`config.mk`:
```
export PLATFORM = sky130hd
export DESIGN_NAME = cam_capture_ctrl_flat
export DESIGN_NICKNAME = d
export VERILOG_FILES = /design/src/rtl/cam_capture_ctrl_if.sv /design/src/rtl/cam_capture_ctrl.sv /design/src/flat_wrapper.sv
export SDC_FILE = /design/constraint.sdc
export NUM_CORES = 1
export LEC_CHECK = 0
export ABC_CLOCK_PERIOD_IN_PS = 2600
export CORE_MARGIN = 2
export CORE_UTILIZATION = 39
export CTS_CLUSTER_DIAMETER = 50
export DETAILED_ROUTE_END_ITERATION = 7
export GPL_ROUTABILITY_DRIVEN = 0
export GPL_TIMING_DRIVEN = 0
export SETUP_SLACK_MARGIN = 0.4
export SYNTH_ARGS = -nofsm -noshare
export SYNTH_HDL_FRONTEND = slang
export SYNTH_SLANG_ARGS = --single-unit
```
`constraint.sdc`:
```
create_clock -name clk -period 2.6 [get_ports clk]
set_clock_uncertainty 0.1 [all_clocks]
set_input_delay 0.52 -clock clk [delete_from_list [all_inputs] [get_ports clk]]
set_output_delay 0.52 -clock clk [all_outputs]
set_load 0.01 [all_outputs]
```
`src/rtl/cam_capture_ctrl_if.sv`:
```
// Processor/camera-side signal bundle for the single-frame capture sequencer.
//   init       : capture request from the processor (rising edge acts)
//   cam_vsync  : raw camera vsync, asynchronous, high = vertical blanking
//   cam_href   : raw camera href, asynchronous, high = active line
//   capture_en : frame-buffer write gate
//   status     : capture in progress
//   done       : sticky completion flag
//   err        : sticky error flag, meaningful when done = 1
//   line_cnt   : lines counted in the last capture, saturating at 255
interface cam_capture_ctrl_if;
  logic       init;
  logic       cam_vsync;
  logic       cam_href;
  logic       capture_en;
  logic       status;
  logic       done;
  logic       err;
  logic [7:0] line_cnt;

  // Driver side: processor plus camera
  modport master (
    output init, cam_vsync, cam_href,
    input  capture_en, status, done, err, line_cnt
  );

  // Capture controller side
  modport slave (
    input  init, cam_vsync, cam_href,
    output capture_en, status, done, err, line_cnt
  );
endinterface

```
`src/rtl/cam_capture_ctrl.sv`:
```
// Single-frame capture sequencer. Arms on an init rising edge, waits for a
// fresh vsync rise/fall pair, opens the frame-buffer write gate for one frame,
// counts href lines and reports done/err back to the processor.
// Ports:
//   clk : system clock
//   rst : asynchronous active-low reset
//   bus : cam_capture_ctrl_if.slave (init, cam_vsync, cam_href in;
//         capture_en, status, done, err, line_cnt out; all outputs registered)
module cam_capture_ctrl #(
  parameter int unsigned LINES   = 120,
  parameter int unsigned TIMEOUT = 25_000_000,
  parameter int unsigned TW      = 25
) (
  input  logic                clk,
  input  logic                rst,
  cam_capture_ctrl_if.slave   bus
);

  localparam int unsigned LCW = 8;

  typedef enum logic [1:0] {IDLE, ARM, BLANK, CAPTURE} state_e;

  state_e           state_q, state_d;
  logic [2:0]       vs_q, hr_q;       // [1:0] synchronizer, [2] edge-detect delay
  logic             init_q;
  logic [TW-1:0]    tmo_q, tmo_d;
  logic             cap_q, cap_d;
  logic             status_q, status_d;
  logic             done_q, done_d;
  logic             err_q, err_d;
  logic [LCW-1:0]   line_q, line_d;

  logic             vs_rise, vs_fall, hr_rise, init_rise, tmo_hit;
  logic [LCW-1:0]   line_inc, line_hit;

  // Edge strobes from the synchronized level vs its delayed copy
  assign vs_rise   = (vs_q[1] ^ vs_q[2]) &  vs_q[1];
  assign vs_fall   = (vs_q[1] ^ vs_q[2]) & ~vs_q[1];
  assign hr_rise   = (hr_q[1] ^ hr_q[2]) &  hr_q[1];
  assign init_rise = bus.init & ~init_q;
  assign tmo_hit   = (tmo_q == TW'(TIMEOUT - 1));

  // Saturating line count, including an href rise seen this cycle
  assign line_inc  = (line_q == '1) ? line_q : line_q + LCW'(1);
  assign line_hit  = hr_rise ? line_inc : line_q;

  // Next-state and output decode
  always_comb begin
    state_d  = state_q;
    tmo_d    = tmo_q;
    cap_d    = cap_q;
    done_d   = done_q;
    err_d    = err_q;
    line_d   = line_q;

    case (state_q)
      IDLE: begin
        if (init_rise) begin
          state_d = ARM;
          done_d  = 1'b0;
          err_d   = 1'b0;
          line_d  = '0;
          tmo_d   = '0;
        end
      end
      default: begin
        tmo_d = tmo_q + TW'(1);
        if (state_q == CAPTURE) line_d = line_hit;
        // Timeout wins over any vsync edge in the same cycle
        if (tmo_hit) begin
          state_d = IDLE;
          cap_d   = 1'b0;
          done_d  = 1'b1;
          err_d   = 1'b1;
        end else begin
          case (state_q)
            ARM:   if (vs_rise) state_d = BLANK;
            BLANK: if (vs_fall) begin
              state_d = CAPTURE;
              cap_d   = 1'b1;
              line_d  = '0;
            end
            CAPTURE: if (vs_rise) begin
              state_d = IDLE;
              cap_d   = 1'b0;
              done_d  = 1'b1;
              err_d   = (line_hit != LCW'(LINES));
            end
            default: state_d = state_q;
          endcase
        end
      end
    endcase

    // Derived from next state so status and done change on the same edge
    status_d = (state_d != IDLE);
  end

  // State, synchronizers and output registers
  always_ff @(posedge clk or negedge rst) begin
    if (!rst) begin
      state_q  <= IDLE;
      vs_q     <= '0;
      hr_q     <= '0;
      init_q   <= 1'b0;
      tmo_q    <= '0;
      cap_q    <= 1'b0;
      status_q <= 1'b0;
      done_q   <= 1'b0;
      err_q    <= 1'b0;
      line_q   <= '0;
    end else begin
      state_q  <= state_d;
      vs_q     <= {vs_q[1:0], bus.cam_vsync};
      hr_q     <= {hr_q[1:0], bus.cam_href};
      init_q   <= bus.init;
      tmo_q    <= tmo_d;
      cap_q    <= cap_d;
      status_q <= status_d;
      done_q   <= done_d;
      err_q    <= err_d;
      line_q   <= line_d;
    end
  end

  assign bus.capture_en = cap_q;
  assign bus.status     = status_q;
  assign bus.done       = done_q;
  assign bus.err        = err_q;
  assign bus.line_cnt   = line_q;

endmodule

```
`src/flat_wrapper.sv`:
```
// flat-port wrapper written by rule: the top's interface ports become plain ports
module cam_capture_ctrl_flat 
#(
  parameter int unsigned LINES   = 120,
  parameter int unsigned TIMEOUT = 25_000_000,
  parameter int unsigned TW      = 25
)
  (clk, rst, bus_init, bus_cam_vsync, bus_cam_href, bus_capture_en, bus_status, bus_done, bus_err, bus_line_cnt);
  cam_capture_ctrl_if bus_i ();
  input  logic clk;
  input  logic rst;
  input wire logic [$bits(bus_i.init)-1:0] bus_init;
  input wire logic [$bits(bus_i.cam_vsync)-1:0] bus_cam_vsync;
  input wire logic [$bits(bus_i.cam_href)-1:0] bus_cam_href;
  output wire logic [$bits(bus_i.capture_en)-1:0] bus_capture_en;
  output wire logic [$bits(bus_i.status)-1:0] bus_status;
  output wire logic [$bits(bus_i.done)-1:0] bus_done;
  output wire logic [$bits(bus_i.err)-1:0] bus_err;
  output wire logic [$bits(bus_i.line_cnt)-1:0] bus_line_cnt;
  assign bus_i.init = bus_init;
  assign bus_i.cam_vsync = bus_cam_vsync;
  assign bus_i.cam_href = bus_cam_href;
  assign bus_capture_en = bus_i.capture_en;
  assign bus_status = bus_i.status;
  assign bus_done = bus_i.done;
  assign bus_err = bus_i.err;
  assign bus_line_cnt = bus_i.line_cnt;
  cam_capture_ctrl #(.LINES(LINES), .TIMEOUT(TIMEOUT), .TW(TW)) u_core (.clk(clk), .rst(rst), .bus(bus_i));
endmodule
```
## After elaboration in Yosys (flattened, before gate mapping)

Index checks and enable logic that the tools add are counted.

| word-level totals | value |
|---|---|
| word-level logic and storage cells | 67 |
| flip-flop bits (word level) | 46 |

| operators by class | value |
|---|---|
| reductions and logical operators | 7 |
| bitwise logic cells | 9 |
| add/subtract/negate cells | 2 |
| equal/unequal tests | 9 |
| muxes and demuxes | 30 |

Operator list:

| kind | count |
|---|---|
| $mux W8 | 8 |
| $mux W25 | 2 |
| $add A25 B1 Y25 const B | 1 |
| $eq A25 B25 Y1 const B | 1 |
| $mux W1 | 12 |
| $mux W2 | 6 |
| $reduce_bool A3 Y1 | 3 |
| $add A8 B1 Y8 const B | 1 |
| $eq A8 B8 Y1 const B | 1 |
| $ne A8 B7 Y1 const B | 1 |
| $ne A3 B1 Y1 const B | 2 |
| $pmux W2 S3 | 1 |
| $and A1 B1 Y1 | 4 |
| $eq A2 B2 Y1 const B | 2 |
| $reduce_and A4 Y1 | 1 |
| $not A1 Y1 | 3 |
| $reduce_and A3 Y1 | 1 |
| $eq A2 B1 Y1 const B | 1 |
| $logic_not A2 Y1 | 1 |
| $ne A2 B1 Y1 const B | 1 |
| $pmux W1 S2 | 1 |
| $reduce_bool A2 Y1 | 1 |
| $xor A1 B1 Y1 | 2 |

## Depth between registers and ports, before layout

| logic depth | value |
|---|---|
| depth after elaboration | 8 |
| mapped depth | 9 |
| mapped depth without buffers | 8 |

## Worst setup path before layout

OpenSTA, ideal clock, no wires.

| timing | value |
|---|---|
| path kind | register to register |
| start | register u_core.line_q[0], in the netlist u_core.bus.line_cnt[0] |
| end | register u_core.err_q, in the netlist u_core.bus.err |
| arrival | 1724 ps |
| cell stages (with the launch flop) | 8 |
| path slack | 642 ps |
| library setup time | 134 ps |
| path through | dfrtp_1 ha_1 and2_1 o211ai_1 a22oi_1 or4_1 nor2_1 o211ai_1 |

| between the ends | value |
|---|---|
| word-level cells in the longest chain between the ends | 8 |
| elaborated cells on any way between the ends | 9 |

Ends and longest elaborated chain:

| what | RTL line | text |
|---|---|---|
| start, declared | cam_capture_ctrl.sv:31 | `logic [LCW-1:0] line_q, line_d;` |
| start signal, assigned | cam_capture_ctrl.sv:122 | `line_q <= line_d;` |
| $add A8 B1 Y8 / $eq A8 B8 Y1 (equally long branches) | cam_capture_ctrl.sv:44 | `assign line_inc = (line_q == '1) ? line_q : line_q + LCW'(1);` |
| $mux W8 | cam_capture_ctrl.sv:44 |  |
| $mux W8 (*) | cam_capture_ctrl.sv:45 | `assign line_hit = hr_rise ? line_inc : line_q;` |
| $ne A8 B7 Y1 (*) | cam_capture_ctrl.sv:87 | `err_d = (line_hit != LCW'(LINES));` |
| $mux W1 (*) | cam_capture_ctrl.sv:83 | `CAPTURE: if (vs_rise) begin` |
| $mux W1 (*) | cam_capture_ctrl.sv:76 | `case (state_q)` |
| $mux W1 (*) | cam_capture_ctrl.sv:70 | `if (tmo_hit) begin` |
| $mux W1 (*) | cam_capture_ctrl.sv:56 | `case (state_q)` |
| end signal, assigned | cam_capture_ctrl.sv:121 | `err_q <= err_d;` |
| end, declared | cam_capture_ctrl.sv:30 | `logic err_q, err_d;` |

Mark *: on every way between the ends. The rest lies on a longest branch, timed or not. The select of a mux whose other input is x is not followed.
A chain may end at the register's enable or synchronous reset.

## Final worst setup path

| timing | value |
|---|---|
| start | register u_core.state_q[0] |
| end | register u_core.tmo_q[21] |

| between the ends | value |
|---|---|
| word-level cells in the longest chain between the ends | 2 |
| elaborated cells on any way between the ends | 3 |

Ends and longest elaborated chain:

| what | RTL line | text |
|---|---|---|
| start, declared | cam_capture_ctrl.sv:23 | `state_e state_q, state_d;` |
| start signal, assigned | cam_capture_ctrl.sv:113 | `state_q <= state_d;` |
| $logic_not A2 Y1 (*) | cam_capture_ctrl.sv:56 |  |
| $ne A2 B1 Y1 (no source line) / $mux W25 (equally long branches) | n/a |  |
| end signal, assigned | cam_capture_ctrl.sv:117 | `tmo_q <= tmo_d;` |
| end, declared | cam_capture_ctrl.sv:26 | `logic [TW-1:0] tmo_q, tmo_d;` |

Mark *: on every way between the ends. The rest lies on a longest branch, timed or not.

==> impl_metrics.env <==
export IMPL_status="completed"
export IMPL_cts_root_buffer="clkbuf_8"
export IMPL_ir_drop_v=0.000401
export IMPL_fillers=587
export IMPL_critPathArrivalTime_ns=2.19
export IMPL_hold_viol=0
export IMPL_power_density_nw_per_um2=662
export IMPL_slew_violations=0
export IMPL_yosys_register_bits=46
export IMPL_postCtsHoldBufs=0
export IMPL_syn_cell_area_um2=2410
export IMPL_ys_flop_type="dfrtp_1"
export IMPL_grt_use_total=0.168
export IMPL_cts_tree="built"
export IMPL_critPathBufInv=2
export IMPL_syn_inst=248
export IMPL_worst_slew_pin_slew_ns=0.549
export IMPL_clk_path_buf_depth=2
export IMPL_path_class="flop to flop"
export IMPL_cp_depth=9
export IMPL_row_count=28
export IMPL_period_minus_slack_ns=2.10
export IMPL_start_util=0.404
export IMPL_reg2reg_to="u_core.tmo_q[21]"
export IMPL_die_area_um2=6820
export IMPL_core_area_um2=5960
export IMPL_vias_per_cell=5.77
export IMPL_comb_power_share=0.293
export IMPL_synth_avg_cell_area_um2=9.71
export IMPL_area_growth_syn_to_layout_pct=16.7
export IMPL_maxCapViolCount=0
export IMPL_crit_fanout=9
export IMPL_hp_class="input pin to async pin"
export IMPL_slowest_stage="dfrtp_1"
export IMPL_clk_latency_ns=0.30
export IMPL_p_int_w=0.00121
export IMPL_htree_num_levels=2
export IMPL_regToRegSetupSlack_ns=0.50
export IMPL_die_h_um=82.6
export IMPL_io_buffers=16
export IMPL_drt_iter0_markers=139
export IMPL_seq_area_frac_synth=0.478
export IMPL_dp_cells=340
export IMPL_routed_wl_mm=5.18
export IMPL_ant_nets=0
export IMPL_rsz0062_at_grt="yes"
export IMPL_die_w_um=82.6
export IMPL_clkTransAtPathRegs_ns=0.09
export IMPL_p_sw_frac=0.347
export IMPL_grt_pass1_wl_mm=8.82
export IMPL_n_antenna_cell=0
export IMPL_async_flop_share=1.00
export IMPL_seqPwrFrac=0.457
export IMPL_rr_worst_depth=9
export IMPL_drive_gt1_frac=0.105
export IMPL_cp_top_family="simple AND/OR/NAND/NOR gates"
export IMPL_p_leak_nw=1.19
export IMPL_vias=2018
export IMPL_drc=0
export IMPL_yosysTopAreaCell="dfrtp_1"
export IMPL_slowest_delay_ns=0.40
export IMPL_yosys_warnings=0
export IMPL_hpwl_mm=3.67
export IMPL_fmax_ghz=0.477
export IMPL_end_kind="flop"
export IMPL_cts_made_buffers=5
export IMPL_p_sw_w=0.000646
export IMPL_worstSetupEndpoint="u_core.tmo_q[21]"
export IMPL_grt_max_degree=28
export IMPL_setup_violations=0
export IMPL_r2r_start="u_core.state_q[0]"
export IMPL_cts_num_sinks=46
export IMPL_multi_input_comb_area_um2=1220
export IMPL_period_share=0.807
export IMPL_p_clk_frac=0.249
export IMPL_crit_top_cell="nand4_1"
export IMPL_synth_enable_flop_cells=0
export IMPL_cp_start_kind="flop"
export IMPL_relSlewSlack=0.634
export IMPL_post_place_ws_ns=0.334
export IMPL_io_pins=17
export IMPL_synth_top_area_frac=0.478
export IMPL_fin_ws_ns=0.502
export IMPL_antenna_found_initial=0
export IMPL_grt_overflow_total=0
export IMPL_synth_distinct_cells=52
export IMPL_fin_cells=350
export IMPL_ff_latch_area_um2=1150
export IMPL_synth_area_leaders="dfrtp_1, nand2_1, mux2i_1, o21ai_0, ha_1"
export IMPL_syn_nets=259
export IMPL_critPathLaunch="u_core.state_q[0]"
export IMPL_grt_pass1_vias=1931
export IMPL_critPathRequiredTime_ns=2.69
export IMPL_firstDrtPassIters=4
export IMPL_cp_cell_sequence="inv_1, ha_2, nor2b_2, nand4_1, or2_1, buf_6, nor2_4, nand4_1, mux2i_1"
export IMPL_wl_per_cell_um=14.8
export IMPL_nNetsFinal=285
what timing repair did:
item | in CTS | in global routing
buffers inserted | 0 | 2
endpoints found under the setup margin | 3 | 19
gates resized for setup | 1 | 10
pin swaps | 0 | 1
kinds of logic after synthesis:
group | share of synthesized area
XOR/XNOR | 0.00728
multiplexers | 0.0416
flip-flops | 0.478
AND/OR/NAND/NOR | 0.254
adder cells (fa/ha/maj) | 0.0312
AO/OA/AOI/OAI | 0.162
buffers and inverters | 0.0260
worst min path at each step:
stage	start	end	slack, ns	cells past startpoint
2_1_floorplan	rst	u_core.bus.capture_en	0.12	0
3_3_place_gp	u_core.hr_q[0]	u_core.hr_q[1]	0.23	0
3_5_place_dp	u_core.hr_q[0]	u_core.hr_q[1]	0.24	0
4_1_cts	rst	u_core.bus.line_cnt[0]	0.09	1
5_1_grt	rst	u_core.bus.line_cnt[0]	0.10	1
6_report	rst	u_core.bus.line_cnt[0]	0.06	1
final cells by class:
class | count | share of cell area
Clock buffer | 7 | 0.0307
Tap cell | 75 | 0.0334
Sequential cell | 46 | 0.411
Inverter | 6 | 0.00801
Timing Repair Buffer | 19 | 0.0677
Clock inverter | 1 | 0.00178
Buffer | 8 | 0.0147
Multi-Input combinational cell | 188 | 0.433
synth_stat cells, drive strengths merged (2+ instances only):
master,number
clkbuf,5
inv,6
o211ai,7
o21ai,19
nand3,14
nor3,2
a32o,3
dfrtp,46
a21oi,6
o21bai,2
nor2b,4
xor2,2
and3,5
nand3b,2
nor4b,3
nand2,35
nand4,13
nor2,18
o21a,3
ha,6
mux2i,10
and4,3
o31ai,6
and2,2
nand2b,3
or2,3
buf,3
worst register-to-register path: stages (launching register included):
cell and delay, ns:
dfrtp_1 0.40, inv_1 0.08, ha_2 0.24, nor2b_2 0.16, nand4_1 0.19, or2_1 0.28, buf_6 0.14, nor2_4 0.13
nand4_1 0.13, mux2i_1 0.14
sequential cells by signal, indices dropped and copies added (netlist names), 2 cells and up:
signal / cells
u_core.hr_q: 3
u_core.vs_q: 3
u_core.tmo_q: 25
u_core.bus.line_cnt: 8
u_core.state_q: 2
per-stage QoR:
step | hold slack [ns] | setup TNS (ns) | cell area [um2] | util | total power, W
6_report | 0.0629 | 0 | 2810 | 0.472 | 0.00186
5_1_grt | 0.102 | 0 | 2810 | 0.472 | 0.00199
4_1_cts | 0.0855 | 0 | 2770 | 0.466 | 0.00185
3_5_place_dp | 0.240 | 0 | 2680 | 0.449 | 0.00139
3_3_place_gp | 0.233 | -20.75 | 2660 | 0.447 | 0.00137
2_1_floorplan | 0.124 | 0 | 2410 | - | 0.00119
layout by cell type, fill, tap and decap left out, types with 3 or more instances in the layout:
cell	instances
buf_2	3
o21a_1	3
nor2b_1	3
nor2_1	17
nand2b_1	3
clkbuf_1	5
inv_1	6
o31ai_1	5
clkbuf_8	6
o211ai_1	7
nand4_1	12
a32o_1	3
clkdlybuf4s50_1	15
nand3_1	14
dfrtp_1	44
nand2_1	35
and3_1	5
ha_1	4
a21oi_1	6
mux2i_1	10
o21ai_0	17
layer usage:
metal / global-route usage / part of all wire / up-vias
li1: - / - / 962
met5: 0 / 0 / -
met1: 0.241 / 0.49 / 1005
met2: 0.252 / 0.46 / 45
met3: 0.0391 / 0.046 / 6
met4: 0.0525 / 0.011 / 0
power by group through the flow:
stage | Clock, W | Combinational (W) | Sequential, W
2_1_floorplan | 0 | 0.000330 | 0.000863
3_3_place_gp | 0 | 0.000512 | 0.000862
3_5_place_dp | 0 | 0.000524 | 0.000862
4_1_cts | 0.000477 | 0.000527 | 0.000848
5_1_grt | 0.000502 | 0.000619 | 0.000865
6_report | 0.000463 | 0.000545 | 0.000850
Power figures use the tool's default switching activity.
